**config.mk**
```make
export PLATFORM = sky130hd
export DESIGN_NAME = fwd_hazard_unit_flat
export DESIGN_NICKNAME = d
export VERILOG_FILES = /design/src/rtl/fwd_hazard_unit_if.sv /design/src/rtl/fwd_hazard_unit.sv /design/src/flat_wrapper.sv
export SDC_FILE = /design/constraint.sdc
export NUM_CORES = 1
export LEC_CHECK = 0
export ABC_AREA = 1
export BUFFER_PORTS_ARGS = -buffer_cell sky130_fd_sc_hd__buf_2
export CORE_UTILIZATION = 56
export CTS_CLUSTER_DIAMETER = 40
export DETAILED_ROUTE_END_ITERATION = 12
export HOLD_SLACK_MARGIN = 0.15
export PLACE_DENSITY = 0.83
export SLEW_MARGIN = 10
export SYNTH_ARGS = -nofsm -noshare
export SYNTH_HDL_FRONTEND = slang
export SYNTH_SLANG_ARGS = --single-unit
```
**constraint.sdc**
```tcl
create_clock -name clk -period 2.4 [get_ports clk]
set_input_delay 0.48 -clock clk [delete_from_list [all_inputs] [get_ports clk]]
set_output_delay 0.48 -clock clk [all_outputs]
set_load 0.01 [all_outputs]
```
**src/rtl/fwd_hazard_unit_if.sv**
```systemverilog
// fwd_hazard_unit_if
//   Bundles the pipeline-side signals of the forwarding/hazard controller.
//   master: the pipeline (drives register addresses, write/load flags,
//           memory handshake, branch outcome; receives selects and controls).
//   slave : fwd_hazard_unit.
//   Ports (slave view):
//     in  rs_id, rs_ex        NUM_SRC*AW  source regs, operand k at [k*AW +: AW]
//     in  rd_ex/mem/wb        AW          producer destinations
//     in  regwrite_ex/mem/wb  1           producer writes a register
//     in  memread_ex/mem      1           producer is a load
//     in  mem_ready           1           load data returned this cycle
//     in  branch_taken        1           branch/jump in EX resolved taken
//     out fwd_sel             NUM_SRC*2   00 regfile, 10 EX/MEM, 01 MEM/WB, 11 WB
//     out stall_front, bubble_idex, hold_back, flush_front, mem_timeout
//     out lu_stall_cnt, mem_wait_cnt  CNT_W saturating counters
interface fwd_hazard_unit_if #(
    parameter int NUM_SRC = 2,
    parameter int AW      = 5,
    parameter int CNT_W   = 16
);
    logic [NUM_SRC*AW-1:0] rs_id;
    logic [NUM_SRC*AW-1:0] rs_ex;
    logic [AW-1:0]         rd_ex;
    logic                  regwrite_ex;
    logic                  memread_ex;
    logic [AW-1:0]         rd_mem;
    logic                  regwrite_mem;
    logic                  memread_mem;
    logic [AW-1:0]         rd_wb;
    logic                  regwrite_wb;
    logic                  mem_ready;
    logic                  branch_taken;
    logic [NUM_SRC*2-1:0]  fwd_sel;
    logic                  stall_front;
    logic                  bubble_idex;
    logic                  hold_back;
    logic                  flush_front;
    logic                  mem_timeout;
    logic [CNT_W-1:0]      lu_stall_cnt;
    logic [CNT_W-1:0]      mem_wait_cnt;

    modport master (
        output rs_id, rs_ex, rd_ex, regwrite_ex, memread_ex,
               rd_mem, regwrite_mem, memread_mem, rd_wb, regwrite_wb,
               mem_ready, branch_taken,
        input  fwd_sel, stall_front, bubble_idex, hold_back, flush_front,
               mem_timeout, lu_stall_cnt, mem_wait_cnt
    );

    modport slave (
        input  rs_id, rs_ex, rd_ex, regwrite_ex, memread_ex,
               rd_mem, regwrite_mem, memread_mem, rd_wb, regwrite_wb,
               mem_ready, branch_taken,
        output fwd_sel, stall_front, bubble_idex, hold_back, flush_front,
               mem_timeout, lu_stall_cnt, mem_wait_cnt
    );
endinterface

```
**src/rtl/fwd_hazard_unit.sv**
```systemverilog
// fwd_hazard_unit
//   Forwarding and hazard controller for a 5-stage RISC-V pipeline:
//   per-operand bypass selects for EX, load-use stall/bubble, branch flush,
//   and a memory-wait freeze guarded by a watchdog FSM.
//   Ports:
//     clk    rising-edge clock
//     reset  asynchronous active-low reset; all combinational outputs are 0
//            while it is low
//     bus    fwd_hazard_unit_if.slave (see the interface file)
//
//   state       | meaning
//   ------------+---------------------------------------------------------
//   ST_RUN      | no outstanding memory wait
//   ST_MEM_WAIT | load in MEM still waiting for data; pipeline frozen
//   ST_TIMEOUT  | wait exceeded MAX_WAIT; frozen until reset
module fwd_hazard_unit #(
    parameter int NUM_SRC   = 2,
    parameter int AW        = 5,
    parameter int WB_BYPASS = 0,
    parameter int MAX_WAIT  = 16,
    parameter int CNT_W     = 16
) (
    input  logic           clk,
    input  logic           reset,
    fwd_hazard_unit_if.slave bus
);

    localparam int WCW = (MAX_WAIT < 2) ? 1 : $clog2(MAX_WAIT + 1);

    typedef enum logic [1:0] {
        ST_RUN      = 2'd0,
        ST_MEM_WAIT = 2'd1,
        ST_TIMEOUT  = 2'd2
    } state_t;

    state_t           state_q, state_d;
    logic [WCW-1:0]   wait_q, wait_d;     // wait cycles still allowed, down-counter
    logic [CNT_W-1:0] lu_cnt_q, mem_cnt_q;

    logic                 wait_req;
    logic                 freeze;
    logic                 lu_hit;
    logic                 lu_eff;
    logic [NUM_SRC*2-1:0] fwd_c;

    assign wait_req = bus.memread_mem & ~bus.mem_ready;

    // First match wins: EX/MEM, then MEM/WB, then the WB write.
    always_comb begin
        fwd_c = '0;
        for (int k = 0; k < NUM_SRC; k++) begin
            if (bus.regwrite_ex && (bus.rd_ex != '0) &&
                (bus.rd_ex == bus.rs_ex[k*AW +: AW])) begin
                fwd_c[k*2 +: 2] = 2'b10;
            end else if (bus.regwrite_mem && (bus.rd_mem != '0) &&
                         (bus.rd_mem == bus.rs_ex[k*AW +: AW])) begin
                fwd_c[k*2 +: 2] = 2'b01;
            end else if ((WB_BYPASS != 0) && bus.regwrite_wb && (bus.rd_wb != '0) &&
                         (bus.rd_wb == bus.rs_ex[k*AW +: AW])) begin
                fwd_c[k*2 +: 2] = 2'b11;
            end
        end
    end

    always_comb begin
        lu_hit = 1'b0;
        for (int k = 0; k < NUM_SRC; k++) begin
            if (bus.rd_ex == bus.rs_id[k*AW +: AW]) lu_hit = 1'b1;
        end
    end

    // A taken branch squashes the dependent instruction, so no stall is needed;
    // a freeze masks both since the held inputs re-evaluate once unfrozen.
    assign lu_eff = bus.memread_ex & bus.regwrite_ex & (bus.rd_ex != '0) & lu_hit
                    & ~bus.branch_taken & ~freeze;

    always_comb begin
        state_d = state_q;
        wait_d  = wait_q;
        freeze  = 1'b0;
        case (state_q)
            ST_RUN: begin
                if (wait_req) begin
                    freeze = 1'b1;
                    wait_d = WCW'(MAX_WAIT - 1);
                    state_d = (MAX_WAIT <= 1) ? ST_TIMEOUT : ST_MEM_WAIT;
                end
            end
            ST_MEM_WAIT: begin
                if (wait_req) begin
                    freeze = 1'b1;
                    if (wait_q <= WCW'(1)) begin
                        state_d = ST_TIMEOUT;
                    end else begin
                        wait_d = wait_q - WCW'(1);
                    end
                end else begin
                    state_d = ST_RUN;
                end
            end
            ST_TIMEOUT: begin
                freeze = 1'b1;
            end
            default: begin
                state_d = ST_RUN;
            end
        endcase
    end

    always_ff @(posedge clk or negedge reset) begin
        if (!reset) begin
            state_q   <= ST_RUN;
            wait_q    <= '0;
            lu_cnt_q  <= '0;
            mem_cnt_q <= '0;
        end else begin
            state_q <= state_d;
            wait_q  <= wait_d;
            if (lu_eff && (lu_cnt_q != '1)) lu_cnt_q <= lu_cnt_q + CNT_W'(1);
            if (freeze && (mem_cnt_q != '1)) mem_cnt_q <= mem_cnt_q + CNT_W'(1);
        end
    end

    assign bus.fwd_sel      = reset ? fwd_c : '0;
    assign bus.stall_front  = reset & (freeze | lu_eff);
    assign bus.bubble_idex  = reset & lu_eff;
    assign bus.hold_back    = reset & freeze;
    assign bus.flush_front  = reset & bus.branch_taken & ~freeze;
    assign bus.mem_timeout  = reset & (state_q == ST_TIMEOUT);
    assign bus.lu_stall_cnt = lu_cnt_q;
    assign bus.mem_wait_cnt = mem_cnt_q;

endmodule

```
**src/flat_wrapper.sv**
```systemverilog
// flat-port wrapper written by rule: the top's interface ports become plain ports
module fwd_hazard_unit_flat 
#(
    parameter int NUM_SRC   = 2,
    parameter int AW        = 5,
    parameter int WB_BYPASS = 0,
    parameter int MAX_WAIT  = 16,
    parameter int CNT_W     = 16
)
  (clk, reset, bus_rs_id, bus_rs_ex, bus_rd_ex, bus_regwrite_ex, bus_memread_ex, bus_rd_mem, bus_regwrite_mem, bus_memread_mem, bus_rd_wb, bus_regwrite_wb, bus_mem_ready, bus_branch_taken, bus_fwd_sel, bus_stall_front, bus_bubble_idex, bus_hold_back, bus_flush_front, bus_mem_timeout, bus_lu_stall_cnt, bus_mem_wait_cnt);
  fwd_hazard_unit_if #(.NUM_SRC(NUM_SRC), .AW(AW), .CNT_W(CNT_W)) bus_i ();
  input  logic clk;
  input  logic reset;
  input wire logic [$bits(bus_i.rs_id)-1:0] bus_rs_id;
  input wire logic [$bits(bus_i.rs_ex)-1:0] bus_rs_ex;
  input wire logic [$bits(bus_i.rd_ex)-1:0] bus_rd_ex;
  input wire logic [$bits(bus_i.regwrite_ex)-1:0] bus_regwrite_ex;
  input wire logic [$bits(bus_i.memread_ex)-1:0] bus_memread_ex;
  input wire logic [$bits(bus_i.rd_mem)-1:0] bus_rd_mem;
  input wire logic [$bits(bus_i.regwrite_mem)-1:0] bus_regwrite_mem;
  input wire logic [$bits(bus_i.memread_mem)-1:0] bus_memread_mem;
  input wire logic [$bits(bus_i.rd_wb)-1:0] bus_rd_wb;
  input wire logic [$bits(bus_i.regwrite_wb)-1:0] bus_regwrite_wb;
  input wire logic [$bits(bus_i.mem_ready)-1:0] bus_mem_ready;
  input wire logic [$bits(bus_i.branch_taken)-1:0] bus_branch_taken;
  output wire logic [$bits(bus_i.fwd_sel)-1:0] bus_fwd_sel;
  output wire logic [$bits(bus_i.stall_front)-1:0] bus_stall_front;
  output wire logic [$bits(bus_i.bubble_idex)-1:0] bus_bubble_idex;
  output wire logic [$bits(bus_i.hold_back)-1:0] bus_hold_back;
  output wire logic [$bits(bus_i.flush_front)-1:0] bus_flush_front;
  output wire logic [$bits(bus_i.mem_timeout)-1:0] bus_mem_timeout;
  output wire logic [$bits(bus_i.lu_stall_cnt)-1:0] bus_lu_stall_cnt;
  output wire logic [$bits(bus_i.mem_wait_cnt)-1:0] bus_mem_wait_cnt;
  assign bus_i.rs_id = bus_rs_id;
  assign bus_i.rs_ex = bus_rs_ex;
  assign bus_i.rd_ex = bus_rd_ex;
  assign bus_i.regwrite_ex = bus_regwrite_ex;
  assign bus_i.memread_ex = bus_memread_ex;
  assign bus_i.rd_mem = bus_rd_mem;
  assign bus_i.regwrite_mem = bus_regwrite_mem;
  assign bus_i.memread_mem = bus_memread_mem;
  assign bus_i.rd_wb = bus_rd_wb;
  assign bus_i.regwrite_wb = bus_regwrite_wb;
  assign bus_i.mem_ready = bus_mem_ready;
  assign bus_i.branch_taken = bus_branch_taken;
  assign bus_fwd_sel = bus_i.fwd_sel;
  assign bus_stall_front = bus_i.stall_front;
  assign bus_bubble_idex = bus_i.bubble_idex;
  assign bus_hold_back = bus_i.hold_back;
  assign bus_flush_front = bus_i.flush_front;
  assign bus_mem_timeout = bus_i.mem_timeout;
  assign bus_lu_stall_cnt = bus_i.lu_stall_cnt;
  assign bus_mem_wait_cnt = bus_i.mem_wait_cnt;
  fwd_hazard_unit #(.NUM_SRC(NUM_SRC), .AW(AW), .WB_BYPASS(WB_BYPASS), .MAX_WAIT(MAX_WAIT), .CNT_W(CNT_W)) u_core (.clk(clk), .reset(reset), .bus(bus_i));
endmodule
```
==> results.sh <==
export IMPL_outcome="finished, final reports clean"
export IMPL_track_usage_pct=24.4
export IMPL_antenna_cells=0
export IMPL_arrival_ns=1.53
export IMPL_critical_path_class="in2out"
export IMPL_syn_nets=428
export IMPL_grt_pass1_vias=2322
export IMPL_ys_types=27
export IMPL_tns_ns=0
export IMPL_ys_seq_area_share_pct=36.1
export IMPL_power_w=0.00136
export IMPL_p_leak_nw=1.81
export IMPL_worst_r2r_endpoint="u_core.bus.lu_stall_cnt[10]"
export IMPL_peakVddDrop_mv=0.354
export IMPL_post_cts_buffers=0
export IMPL_core_rowCount=24
export IMPL_first_pass_iters=5
export IMPL_cts_htree_levels=2
export IMPL_drv_cap=0
export IMPL_skew_ns=0.00636
export IMPL_setup_ws_ns=0.391
export IMPL_grt_overflow_total=0
export IMPL_syn_area_sq_um=2710
export IMPL_layout_common_cells="nand2_1, buf_2, nor2_1"
export IMPL_via_per_inst=5.11
export IMPL_final_area_sq_um=3240
export IMPL_grt_max_degree=40
export IMPL_ant_nets=0
export IMPL_num_io_pins=85
export IMPL_gp_congestion=0.904
export IMPL_drt_wl_total_mm=5.96
export IMPL_syn_avg_cell_area_sq_um=7.12
export IMPL_cts_tree="yes"
export IMPL_post_cts_resize_count=0
export IMPL_drc=0
export IMPL_r2r_cells=7
export IMPL_grt_antenna_before_repair=0
export IMPL_drive_gt1_share_pct=21.7
export IMPL_cp_start_kind="input pin"
export IMPL_cts_sinks=39
export IMPL_syn_to_final_growth_pct=19.7
export IMPL_hold_class="in2async"
export IMPL_start_util_pct=60.1
export IMPL_placed_cell_area_sq_um=3120
export IMPL_post_drt_wl_per_cell_microns=11.6
export IMPL_io_buffers=78
export IMPL_synth_seq_cells=39
export IMPL_holdBufCountCts=0
export IMPL_final_min_clock_period_ns=2.01
export IMPL_via_count=2623
export IMPL_pre_cts_ws_ns=0.419
export IMPL_maxSlewViolCount=0
export IMPL_fp_dieW_microns=71.5
export IMPL_powerDensity_nw_per_um2=421
export IMPL_nNetsFinal=508
export IMPL_setup_violations=0
export IMPL_worst_slew_margin_rel_pct=68.1
export IMPL_dp_hpwl_mm=4.55
export IMPL_cp_end_kind="output pin"
export IMPL_cts_clk_slew_worst_paths_ns=0.08
export IMPL_grt_pass1_wl_mm=10.0
export IMPL_final_core_util_pct=71.9
export IMPL_die_area_sq_um=5110
export IMPL_finalHoldViolations=0
export IMPL_final_common_cell="nand2_1"
export IMPL_cts_made_buffers=5
export IMPL_cts_root_buf="clkbuf_8"
export IMPL_syn_inst=380
export IMPL_ys_warn_count=0
export IMPL_rsz0062_at_grt="no"
export IMPL_drt_iter0_markers=197
export IMPL_clock_latency_ns=0.29
export IMPL_die_h_microns=71.5
export IMPL_clock_path_buffers=2
export IMPL_rrSetupSlack_ns=0.63
export IMPL_r2r_start="u_core.bus.lu_stall_cnt[0]"
export IMPL_tightest_slew_ns=0.479
export IMPL_fmax_mhz=498
export IMPL_critPathMaxFanout=5
export IMPL_core_sq_um=4500
export IMPL_worstPathRequired_ns=1.92
export IMPL_fin_crit_sh_pct=83.7
==> synthesized netlist by cell type <==
library cell	instances	area, sq um
nor3_1	14	70.1
nand4_2	1	12.5
inv_1	40	150
xor2_1	24	210
nor3b_1	1	7.51
inv_2	5	18.8
a21oi_1	3	15.0
nor4_1	1	6.26
o21ai_0	9	45.0
nor2_4	1	11.3
nor2_1	42	158
nand2_1	124	465
a31oi_1	1	6.26
nand4_1	8	50.1
nand2_2	2	12.5
o21bai_1	1	7.51
buf_4	5	37.5
ha_1	4	50.1
nand3_4	1	17.5
nand3b_1	1	7.51
nand3_1	23	115
nor2_2	1	6.26
xnor2_1	25	219
dfrtp_1	39	976
buf_6	1	11.3
and2_1	1	6.26
or2_2	2	12.5
==> cell families after synthesis <==
kind of cell | share of synthesized area [%]
AND/OR/NAND/NOR | 35.4
buffers and inverters | 8.05
XOR/XNOR | 15.9
flip-flops | 36.1
AO/OA/AOI/OAI | 2.73
adder cells (fa/ha/maj) | 1.85
==> through the flow <==
stage                     hold WS, ns  cells
after global routing            0.370    513
after global placement          0.502    505
after CTS                       0.324    513
after detailed placement        0.503    505
after floorplan                 0.184    380
final                           0.309    513
==> report_power, final <==
part	internal, W	total (W)	switching, W
combinational	0.0000595	0.000140	0.0000803
clock	0.000336	0.000568	0.000231
sequential	0.000656	0.000656	0
==> flip-flops by register name, indices dropped and copies added, names as in the netlist <==
signal                   flops
u_core.bus.mem_wait_cnt     16
u_core.wait_q                5
u_core.bus.lu_stall_cnt     16
u_core.state_q               2
==> per-layer routing <==
layer | track usage, % | wire length, microns
met4 | 7.84 | 60
met2 | 43.1 | 2900
met3 | 3.52 | 286
met1 | 31.1 | 2710
met5 | 0 | 0
==> worst max path at each step <==
stage	from	endpoint	slack (ns)	cells after the start
2_1_floorplan	bus_rd_ex[0]	bus_stall_front	0.64	8
3_3_place_gp	bus_rd_ex[1]	bus_fwd_sel[1]	0.46	7
3_5_place_dp	bus_rd_ex[4]	bus_fwd_sel[1]	0.42	7
4_1_cts	bus_rd_ex[4]	bus_fwd_sel[1]	0.41	7
5_1_grt	bus_rd_ex[0]	bus_stall_front	0.30	10
6_report	bus_rd_ex[4]	bus_fwd_sel[1]	0.39	7
==> layout make-up <==
class,instances,area (sq um)
Clock inverter,2,35.0
Clock buffer,6,82.6
Multi-Input combinational cell,290,1510
Inverter,45,169
Sequential cell,39,976
Tap cell,52,65.1
Timing Repair Buffer,79,398
Fill cell,381,1270
==> critical path: stages <==
cell and delay (ns):
buf_2 0.17, inv_2 0.06, nand4_1 0.09, nand2_1 0.11, nor4_1 0.32, and2_1 0.17
buf_2 0.12
(Power assumes the default switching activity.)
